--- config.mk ---
export PLATFORM = sky130hd
export DESIGN_NAME = layer_scheduler
export DESIGN_NICKNAME = d
export VERILOG_FILES = /design/src/rtl/cnn_sched_pkg.sv /design/src/rtl/sat_counter.sv /design/src/rtl/layer_scheduler.sv
export SDC_FILE = /design/constraint.sdc
export NUM_CORES = 1
export LEC_CHECK = 0
export ABC_AREA = 1
export ABC_CLOCK_PERIOD_IN_PS = 4200
export CAP_MARGIN = 30
export CORE_MARGIN = 2
export CORE_UTILIZATION = 40
export DETAILED_ROUTE_END_ITERATION = 16
export GPL_ROUTABILITY_DRIVEN = 0
export GPL_TIMING_DRIVEN = 0
export PLACE_DENSITY = 0.67
export SLEW_MARGIN = 10
export SYNTH_ARGS = -nofsm -noshare
export SYNTH_HDL_FRONTEND = slang
export SYNTH_SLANG_ARGS = --single-unit
--- constraint.sdc ---
create_clock -name clk -period 4.2 [get_ports clk]
set_clock_uncertainty 0.2 [all_clocks]
set_input_delay 1.26 -clock clk [delete_from_list [all_inputs] [get_ports clk]]
set_output_delay 1.26 -clock clk [all_outputs]
set_load 0.01 [all_outputs]
--- src/rtl/cnn_sched_pkg.sv ---
// Shared layer table, state encoding and address helpers
// for the CNN layer scheduler.
package cnn_sched_pkg;

    typedef enum logic [1:0] {
        L_CONV1 = 2'd0,
        L_CONV2 = 2'd1,
        L_CONV3 = 2'd2,
        L_POOL  = 2'd3
    } layer_e;

    typedef enum logic [2:0] {
        S_IDLE    = 3'd0,
        S_LOAD    = 3'd1,
        S_COMPUTE = 3'd2,
        S_POOL    = 3'd3,
        S_DONE    = 3'd4
    } state_e;

    localparam int unsigned CONV1_GROUPS = 4;
    localparam int unsigned CONV2_GROUPS = 16;
    localparam int unsigned CONV3_GROUPS = 64;

    function automatic int unsigned layer_groups(input layer_e l);
        case (l)
            L_CONV1: return CONV1_GROUPS;
            L_CONV2: return CONV2_GROUPS;
            L_CONV3: return CONV3_GROUPS;
            default: return 1;
        endcase
    endfunction

    function automatic int unsigned layer_wlen(input layer_e l);
        case (l)
            L_CONV1: return 4;
            L_CONV2: return 4;
            default: return 16;
        endcase
    endfunction

    function automatic int unsigned layer_wbase(input layer_e l);
        case (l)
            L_CONV1: return 0;
            L_CONV2: return 16;
            default: return 80;
        endcase
    endfunction

    function automatic int unsigned layer_bbase(input layer_e l);
        case (l)
            L_CONV1: return 0;
            L_CONV2: return 4;
            default: return 20;
        endcase
    endfunction

    function automatic int unsigned weight_addr(input layer_e l,
                                                input int unsigned g);
        return layer_wbase(l) + g * layer_wlen(l);
    endfunction

    function automatic int unsigned bias_addr_of(input layer_e l,
                                                 input int unsigned g);
        return layer_bbase(l) + g;
    endfunction

endpackage

--- src/rtl/sat_counter.sv ---
// Saturating up-counter with synchronous clear,
// used for busy-cycle accounting.
module sat_counter #(
    parameter int W = 20
) (
    input  logic         clk,
    input  logic         rst_n,
    input  logic         en,
    input  logic         clr,
    output logic [W-1:0] q
);

    logic [W-1:0] r_q;

    always_ff @(posedge clk) begin
        if (!rst_n) begin
            r_q <= '0;
        end else if (clr) begin
            r_q <= '0;
        end else if (en && (r_q != {W{1'b1}})) begin
            r_q <= r_q + 1'b1;
        end
    end

    assign q = r_q;

endmodule

--- src/rtl/layer_scheduler.sv ---
// Walks CONV1..CONV3 group by group through load/compute,
// then a single pool pass, with registered request pulses.
import cnn_sched_pkg::*;

module layer_scheduler #(
    parameter int WADDR_W = 11,
    parameter int BADDR_W = 7,
    parameter int PERF_W  = 20
) (
    input  logic               clk,
    input  logic               rst_n,
    input  logic               start,
    input  logic               abort,
    input  logic               load_done,
    input  logic               tile_done,
    input  logic               pool_done,
    output logic               load_start,
    output logic [WADDR_W-1:0] weight_base,
    output logic [4:0]         weight_len,
    output logic [BADDR_W-1:0] bias_addr,
    output logic               tile_start,
    output logic               pool_start,
    output logic [1:0]         layer_id,
    output logic [5:0]         group_idx,
    output logic               src_b,
    output logic               busy,
    output logic               layer_finish,
    output logic               done,
    output logic [PERF_W-1:0]  busy_cycles
);

    state_e             r_state;
    layer_e             r_layer;
    logic [5:0]         r_group;
    logic [WADDR_W-1:0] r_wbase;
    logic [4:0]         r_wlen;
    logic [BADDR_W-1:0] r_baddr;
    logic               r_src_b;
    logic               r_busy;
    logic               r_load_start;
    logic               r_tile_start;
    logic               r_pool_start;
    logic               r_finish;
    logic               r_done;

    logic               w_last;
    layer_e             w_nxt_layer;
    logic [5:0]         w_nxt_group;
    logic               w_bc_en;
    logic               w_bc_clr;

    always_comb begin
        w_last      = (r_group == 6'(layer_groups(r_layer) - 1));
        w_nxt_layer = w_last ? layer_e'(r_layer + 2'd1) : r_layer;
        w_nxt_group = w_last ? 6'd0 : r_group + 6'd1;
    end

    always_ff @(posedge clk) begin
        if (!rst_n) begin
            r_state      <= S_IDLE;
            r_layer      <= L_CONV1;
            r_group      <= '0;
            r_wbase      <= '0;
            r_wlen       <= '0;
            r_baddr      <= '0;
            r_src_b      <= 1'b0;
            r_busy       <= 1'b0;
            r_load_start <= 1'b0;
            r_tile_start <= 1'b0;
            r_pool_start <= 1'b0;
            r_finish     <= 1'b0;
            r_done       <= 1'b0;
        end else begin
            r_load_start <= 1'b0;
            r_tile_start <= 1'b0;
            r_pool_start <= 1'b0;
            r_finish     <= 1'b0;
            r_done       <= 1'b0;
            if (abort && r_busy) begin
                r_state <= S_IDLE;
                r_busy  <= 1'b0;
            end else begin
                unique case (r_state)
                    S_IDLE: if (start) begin
                        r_state      <= S_LOAD;
                        r_busy       <= 1'b1;
                        r_layer      <= L_CONV1;
                        r_group      <= '0;
                        r_src_b      <= 1'b0;
                        r_wbase      <= WADDR_W'(weight_addr(L_CONV1, 0));
                        r_wlen       <= 5'(layer_wlen(L_CONV1));
                        r_baddr      <= BADDR_W'(bias_addr_of(L_CONV1, 0));
                        r_load_start <= 1'b1;
                    end
                    S_LOAD: if (load_done) begin
                        r_state      <= S_COMPUTE;
                        r_tile_start <= 1'b1;
                    end
                    S_COMPUTE: if (tile_done) begin
                        r_layer <= w_nxt_layer;
                        r_group <= w_nxt_group;
                        if (w_last) begin
                            r_finish <= 1'b1;
                            r_src_b  <= ~r_src_b;
                        end
                        // Last CONV3 group hands over to the pool pass
                        if (w_last && r_layer == L_CONV3) begin
                            r_state      <= S_POOL;
                            r_pool_start <= 1'b1;
                        end else begin
                            r_state      <= S_LOAD;
                            r_load_start <= 1'b1;
                            r_wbase      <= WADDR_W'(weight_addr(
                                                w_nxt_layer, w_nxt_group));
                            r_wlen       <= 5'(layer_wlen(w_nxt_layer));
                            r_baddr      <= BADDR_W'(bias_addr_of(
                                                w_nxt_layer, w_nxt_group));
                        end
                    end
                    S_POOL: if (pool_done) begin
                        r_state  <= S_DONE;
                        r_finish <= 1'b1;
                        r_done   <= 1'b1;
                    end
                    S_DONE: begin
                        r_state <= S_IDLE;
                        r_busy  <= 1'b0;
                    end
                    default: begin
                        r_state <= S_IDLE;
                        r_busy  <= 1'b0;
                    end
                endcase
            end
        end
    end

    // Abort freezes the count; a new start clears it
    assign w_bc_en  = r_busy && !abort;
    assign w_bc_clr = (r_state == S_IDLE) && start;

    sat_counter #(
        .W (PERF_W)
    ) u_busy_cnt (
        .clk   (clk),
        .rst_n (rst_n),
        .en    (w_bc_en),
        .clr   (w_bc_clr),
        .q     (busy_cycles)
    );

    assign load_start   = r_load_start;
    assign weight_base  = r_wbase;
    assign weight_len   = r_wlen;
    assign bias_addr    = r_baddr;
    assign tile_start   = r_tile_start;
    assign pool_start   = r_pool_start;
    assign layer_id     = r_layer;
    assign group_idx    = r_group;
    assign src_b        = r_src_b;
    assign busy         = r_busy;
    assign layer_finish = r_finish;
    assign done         = r_done;

endmodule

Yosys cells after proc, flatten, opt, wreduce, memory -nomap -nowiden

Index checks and enable logic that the tools add are counted.

Bitwise gates (word level): 8
Multiply operators: 1
Equality and inequality tests: 14
Add/subtract/negate cells: 6
Multiplexer cells: 61
Reductions and logical operators: 22

Operators with widths:

| kind                    | number |
|---|---|
| $mux W32                | 5 |
| $mux W11                | 8 |
| $mux W7                 | 8 |
| $mul A6 B32 Y11         | 1 |
| $pmux W7 S2             | 2 |
| $pmux W11 S2            | 1 |
| $add A20 B1 Y20 const B | 1 |
| $mux W5                 | 4 |
| $ne A20 B20 Y1 const B  | 1 |
| $pmux W5 S2             | 2 |
| $mux W6                 | 3 |
| $pmux W5 S3             | 1 |
| $mux W1                 | 12 |
| $mux W3                 | 4 |
| $ne A2 B2 Y1 const B    | 6 |
| $pmux W3 S4             | 1 |
| $pmux W6 S2             | 1 |
| $add A11 B11 Y11        | 1 |
| $reduce_and A5 Y1       | 2 |
| $reduce_or A3 Y1        | 3 |
| $mux W2                 | 4 |
| $not A1 Y1              | 8 |
| $pmux W1 S2             | 4 |
| $reduce_and A4 Y1       | 2 |
| 18 further kinds        | 27 |

Input bits: 7
Flip-flop bits (word level): 61
Output and inout bits: 58
Logic and storage cells: 126

Longest topological paths before layout

Depth in word-level cells: 18
Gate-level depth with buffers: 24
Depth with buffers taken out: 24

By module

From an unflattened synthesis, not the netlist that was laid out.

Cell total of the unflattened synthesis: 489
Area, all modules: 3379.5 um^2

By module, submodules not included:

| module          | cells each | times used | area an instance (um^2) | sequential area each (um^2) |
|---|---|---|---|---|
| layer_scheduler | 300        | 1          | 2165.8                  | 720.7 |
| sat_counter     | 189        | 1          | 1213.7                  | 400.4 |

Worst setup path after synthesis

Ideal clock, no wire load.

Path kind: register -> register
Start: register r_layer[0] (netlist: layer_id[0])
End: register r_wbase[9] (netlist: weight_base[9])
Setup time: 0.136 ns
Data required time: 3.864 ns
Buffers on the path: 0
Slack: 0.529 ns
Cell stages (with the launch flop): 21
Arrival: 3.334 ns
Period minus slack after synthesis: 3.671 ns
Cells stage by stage: dfxtp_1 inv_1 ha_1 o21ai_2 nand3_2 o21ai_2 inv_2 ha_1 inv_1 nor2_1 ha_1 ha_1 ha_1 nand2_1 inv_1 nor2_1 o21bai_1 xnor2_1 nor2_1 nand2_1 a21oi_2

Cells in the longest elaborated chain, start to end: 18
Elaborated cells on any way between the ends: 32
Classes of those cells: 3 x add/sub; 1 x mul; 5 x eq/ne; 18 x mux; 5 x reduce/logical

RTL lines:

| element                                                 | RTL line                                    | text |
|---|---|---|
| start: declaration                                      | layer_scheduler.sv:33                       | `layer_e r_layer;` |
| start signal: assignment                                | layer_scheduler.sv:100                      | `r_layer <= w_nxt_layer;` |
| $eq A2 B2 Y1, or another cell as far along              | cnn_sched_pkg.sv:25, layer_scheduler.sv:107 |  |
| $pmux W5 S3                                             | cnn_sched_pkg.sv:25                         | `case (l)` |
| $sub A6 B1 Y6                                           | layer_scheduler.sv:53                       | `w_last = (r_group == 6'(layer_groups(r_layer) - 1));` |
| $eq A6 B6 Y1                                            | layer_scheduler.sv:53                       |  |
| $mux W2                                                 | layer_scheduler.sv:54                       | `w_nxt_layer = w_last ? layer_e'(r_layer + 2'd1) : r_layer;` |
| $eq A2 B1 Y1 / $logic_not A2 Y1 (equally long branches) | cnn_sched_pkg.sv:34, cnn_sched_pkg.sv:42    |  |
| $reduce_or A2 Y1 (no line)                              | -                                           |  |
| $mux W5                                                 | cnn_sched_pkg.sv:34                         | `case (l)` |
| (+2 left out)                                           | -                                           |  |
| $mux W32                                                | layer_scheduler.sv:83                       | `unique case (r_state)` |
| $mux W32                                                | layer_scheduler.sv:79                       | `if (abort && r_busy) begin` |
| $mux W32                                                | layer_scheduler.sv:59                       | `if (!rst_n) begin` |
| $mul A6 B32 Y11                                         | cnn_sched_pkg.sv:59                         | `return layer_wbase(l) + g * layer_wlen(l);` |
| $add A11 B11 Y11                                        | cnn_sched_pkg.sv:59                         |  |
| $mux W11                                                | layer_scheduler.sv:107                      | `if (w_last && r_layer == L_CONV3) begin` |
| $mux W11                                                | layer_scheduler.sv:99                       | `S_COMPUTE: if (tile_done) begin` |
| $pmux W11 S2                                            | layer_scheduler.sv:83                       |  |
| end signal: assignment                                  | layer_scheduler.sv:90                       | `r_wbase <= WADDR_W'(weight_addr(L_CONV1, 0));` |
| end signal: assignment                                  | layer_scheduler.sv:113                      | `r_wbase <= WADDR_W'(weight_addr(` |
| end: declaration                                        | layer_scheduler.sv:35                       | `logic [WADDR_W-1:0] r_wbase;` |

Several ways; a longest one is shown, not always the timed one. The select of a mux whose other input is x is not followed.
A chain may end at the register's enable or synchronous reset.

Final worst setup path

Start: register r_layer[1] (netlist: layer_id[1])
End: register r_wbase[9] (netlist: weight_base[9])

The elaborated chain is that of the path after synthesis.

==> impl_metrics.tcl <==
set metrics [dict create \
    status "finished, final reports clean" \
    synth-main-ff-cell "dfxtp_1" \
    period_minus_slack_ns 3.961 \
    port_buffers 59 \
    synthArstFlopShare 0 \
    path_class "flop to flop" \
    drcViolationCount 0 \
    vias_per_cell 4.847 \
    synth_area_per_cell_um2 7.202 \
    die_w_um 96.19 \
    clock_path_buffers 2 \
    antenna_left 0 \
    arrival_ns 3.94 \
    ys_warn_count 0 \
    grt_pass1_wl_mm 13.42 \
    required_ns 4.18 \
    worstMarginPinSlew_ns 0.6060 \
    r2r_cells 22 \
    hpwl_mm 6.249 \
    numCtsBuffers 5 \
    whs_ns 0.2692 \
    drv_cap 0 \
    syn2layout_area_growth_pct 26.06 \
    reg2reg_from "layer_id[1]$_SDFFE_PN0P_" \
    fin_nets 578 \
    ys_seq_area_frac 0.3298 \
    path_clk_slew_ns 0.10 \
    root_buffer "clkbuf_8" \
    vdd_drop_max_mv 0.1237 \
    drv_slew 0 \
    cts.htree.levels 2 \
    yosys-top-cells-count "nand2_1 (116), dfxtp_1 (56), nor2_1 (47)" \
    yosysMostFrequentCell "nand2_1" \
    antenna_found_initial 0 \
    netlist_area_mm2 0.003400 \
    hp-class "flop to flop" \
    finalHoldViolations 0 \
    cts_tree "built" \
    synth_top_area_share 0.3298 \
    ys_types 37 \
    regToRegEndpoint "weight_base[9]$_SDFFE_PN0P_" \
    crit_path_start_kind "flop" \
    drive_above_1_share 0.1403 \
    cp-startpoint "layer_id[1]$_SDFFE_PN0P_" \
    synth_edf_count 0 \
    crit_end "weight_base[9]$_SDFFE_PN0P_" \
    rsz0062_at_grt "false" \
    cp_max_fo 9 \
    cp-end-kind "flop" \
    n_antenna_cell 0 \
    final.period_utilization 0.9431 \
    drt_iter0_markers 88 \
    core_area_mm2 0.008217 \
    dr_total_vias 3170 \
    power_leakage_nw 1.725 \
    overflow 0 \
    fillers 825 \
    grtUsageTotal 0.1836 \
    fp.dieArea_mm2 0.009253 \
    power.density_mw_per_mm2 252.1 \
    grt_max_degree 17 \
    fmax_mhz 252.4 \
    setup_viol 0 \
    fp.dieH_um 96.19 \
    holdBufCountCts 0 \
    synthTopCellsByArea "dfxtp_1 (33%), nand2_1 (13%), ha_1 (8.1%), nor2_1 (5.2%), a21oi_1 (5.2%)" \
    start_util 0.4137 \
    insertion_delay_ns 0.31 \
    slew_headroom 0.5960 \
    wl_per_cell_um 12.43 \
    rows 33 \
    grt_pass1_vias 2981 \
    ff2ff_setup_slack_ns 0.24 \
    clkSinkCount 56 \
    ys_ff_latch 56 \
    routed_wl_mm 8.132 \
    io_pins 65 \
    synth_cells 472 \
    drt_pass1_iterations 4 \
    yosysTopAreaCell "dfxtp_1" \
    fin_setup_tns_ns 0 \
]
cell families (layout without fill, tap and decap cells):
family	Yosys count	in the layout	synth area share
other	1	8	0.001103
adders and majority gates	23	23	0.08686
xor gates and xnor gates	14	14	0.03607
AOI/OAI and AO/OA	70	70	0.1211
buffers and inverters	67	137	0.08980
DFF	56	56	0.3298
and+or+nand+nor	241	241	0.3353
critical path, cell delays in order, from the launching register on:
cell and delay (ns):
dfxtp_1 0.56, ha_1 0.34, inv_1 0.07, nand2_1 0.07
nand2_2 0.07, nor2_4 0.12, nand3_2 0.22, o21ai_4 0.31
inv_2 0.09, ha_1 0.19, inv_1 0.05, nor2_1 0.04
ha_1 0.27, ha_1 0.30, ha_1 0.33, nand2_1 0.06
inv_1 0.07, nor2_1 0.05, o21bai_1 0.14, xnor2_1 0.13
nor2_1 0.05, nand2_1 0.08, a21oi_2 0.05
worst min path at each step:
stage / startpoint / to / depth (start not counted)
final: src_b$_SDFFE_PN0P_ / src_b$_SDFFE_PN0P_ / 2
after global routing: src_b$_SDFFE_PN0P_ / src_b$_SDFFE_PN0P_ / 2
after CTS: src_b$_SDFFE_PN0P_ / src_b$_SDFFE_PN0P_ / 2
after detailed placement: src_b$_SDFFE_PN0P_ / src_b$_SDFFE_PN0P_ / 2
after global placement: src_b$_SDFFE_PN0P_ / src_b$_SDFFE_PN0P_ / 2
after floorplan: src_b$_SDFFE_PN0P_ / src_b$_SDFFE_PN0P_ / 2
layout make-up:
type	instances	area, um^2	share of cell area
multi-input cells	356	2007	0.4683
flip-flops and latches	56	1121	0.2616
repair buffers	62	613.1	0.1431
inverters	55	212.7	0.04964
well taps	105	131.4	0.03066
plain buffers	12	92.59	0.02161
clock buffers	6	72.57	0.01693
clock inverters	2	35.03	0.008175
sequential cells by signal, summed over array words and instances, names as in the netlist, 2 cells and up:
signal / cells
r_state: 3
weight_len: 2
bias_addr: 7
layer_id: 2
group_idx: 6
weight_base: 9
u_busy_cnt.q: 20
per-stage QoR:
| stage | instances | total power, W | worst slack [ns] | utilization | area (um^2) |
|---|---|---|---|---|---|
| 6_report | 654 | 0.001080 | 0.2388 | 0.5215 | 4285 |
| 5_1_grt | 654 | 0.001134 | 0.008206 | 0.5215 | 4285 |
| 4_1_cts | 651 | 0.001096 | 0.07304 | 0.5179 | 4255 |
| 3_5_place_dp | 643 | 0.0007391 | 0.09668 | 0.5048 | 4148 |
| 3_3_place_gp | 643 | 0.0007372 | 0.1076 | 0.5048 | 4148 |
| 2_1_floorplan | 479 | 0.0006809 | 0.5295 | - | 3426 |
where the power goes:
| part | switching, W | total, W | internal [W] | leakage (nW) |
|---|---|---|---|---|
| logic | 0.000103 | 0.000169 | 0.0000659 | 1.22 |
| clock network | 0.000177 | 0.000355 | 0.000178 | 0.0552 |
| registers | 0.0000111 | 0.000556 | 0.000545 | 0.453 |
| total | 0.000292 | 0.00108 | 0.000788 | 1.72 |
what timing repair did:
action,4_1_cts,5_1_grt
hold endpoints to repair,0,0
buffers inserted,0,3
gates resized for setup,0,1
endpoints found under the setup margin,0,4
cell usage in the layout, fill, tap and decap left out, types with 3 or more instances in the layout:
cell type	instances
a21oi_1	35
a21oi_2	12
buf_4	9
clkbuf_1	4
clkbuf_8	5
clkdlybuf4s50_1	59
conb_1	8
dfxtp_1	56
ha_1	22
inv_1	46
inv_2	7
nand2_1	116
nand2_2	17
nand2_4	3
nand3_1	24
nand3_2	4
nand4_1	5
nor2_1	47
nor2_4	3
nor3_1	12
o21ai_0	17
or2_2	3
xnor2_1	7
xor2_1	7
metal layers:
| metal | vias up | share of wire | track usage |
|---|---|---|---|
| met5 | - | 0 | 0 |
| li1 | 1657 | - | - |
| met1 | 1432 | 0.46 | 0.2218 |
| met4 | 0 | 0.0090 | 0.04881 |
| met2 | 74 | 0.49 | 0.3322 |
| met3 | 7 | 0.049 | 0.03289 |
No activity file was read; power rests on OpenSTA's default activity.
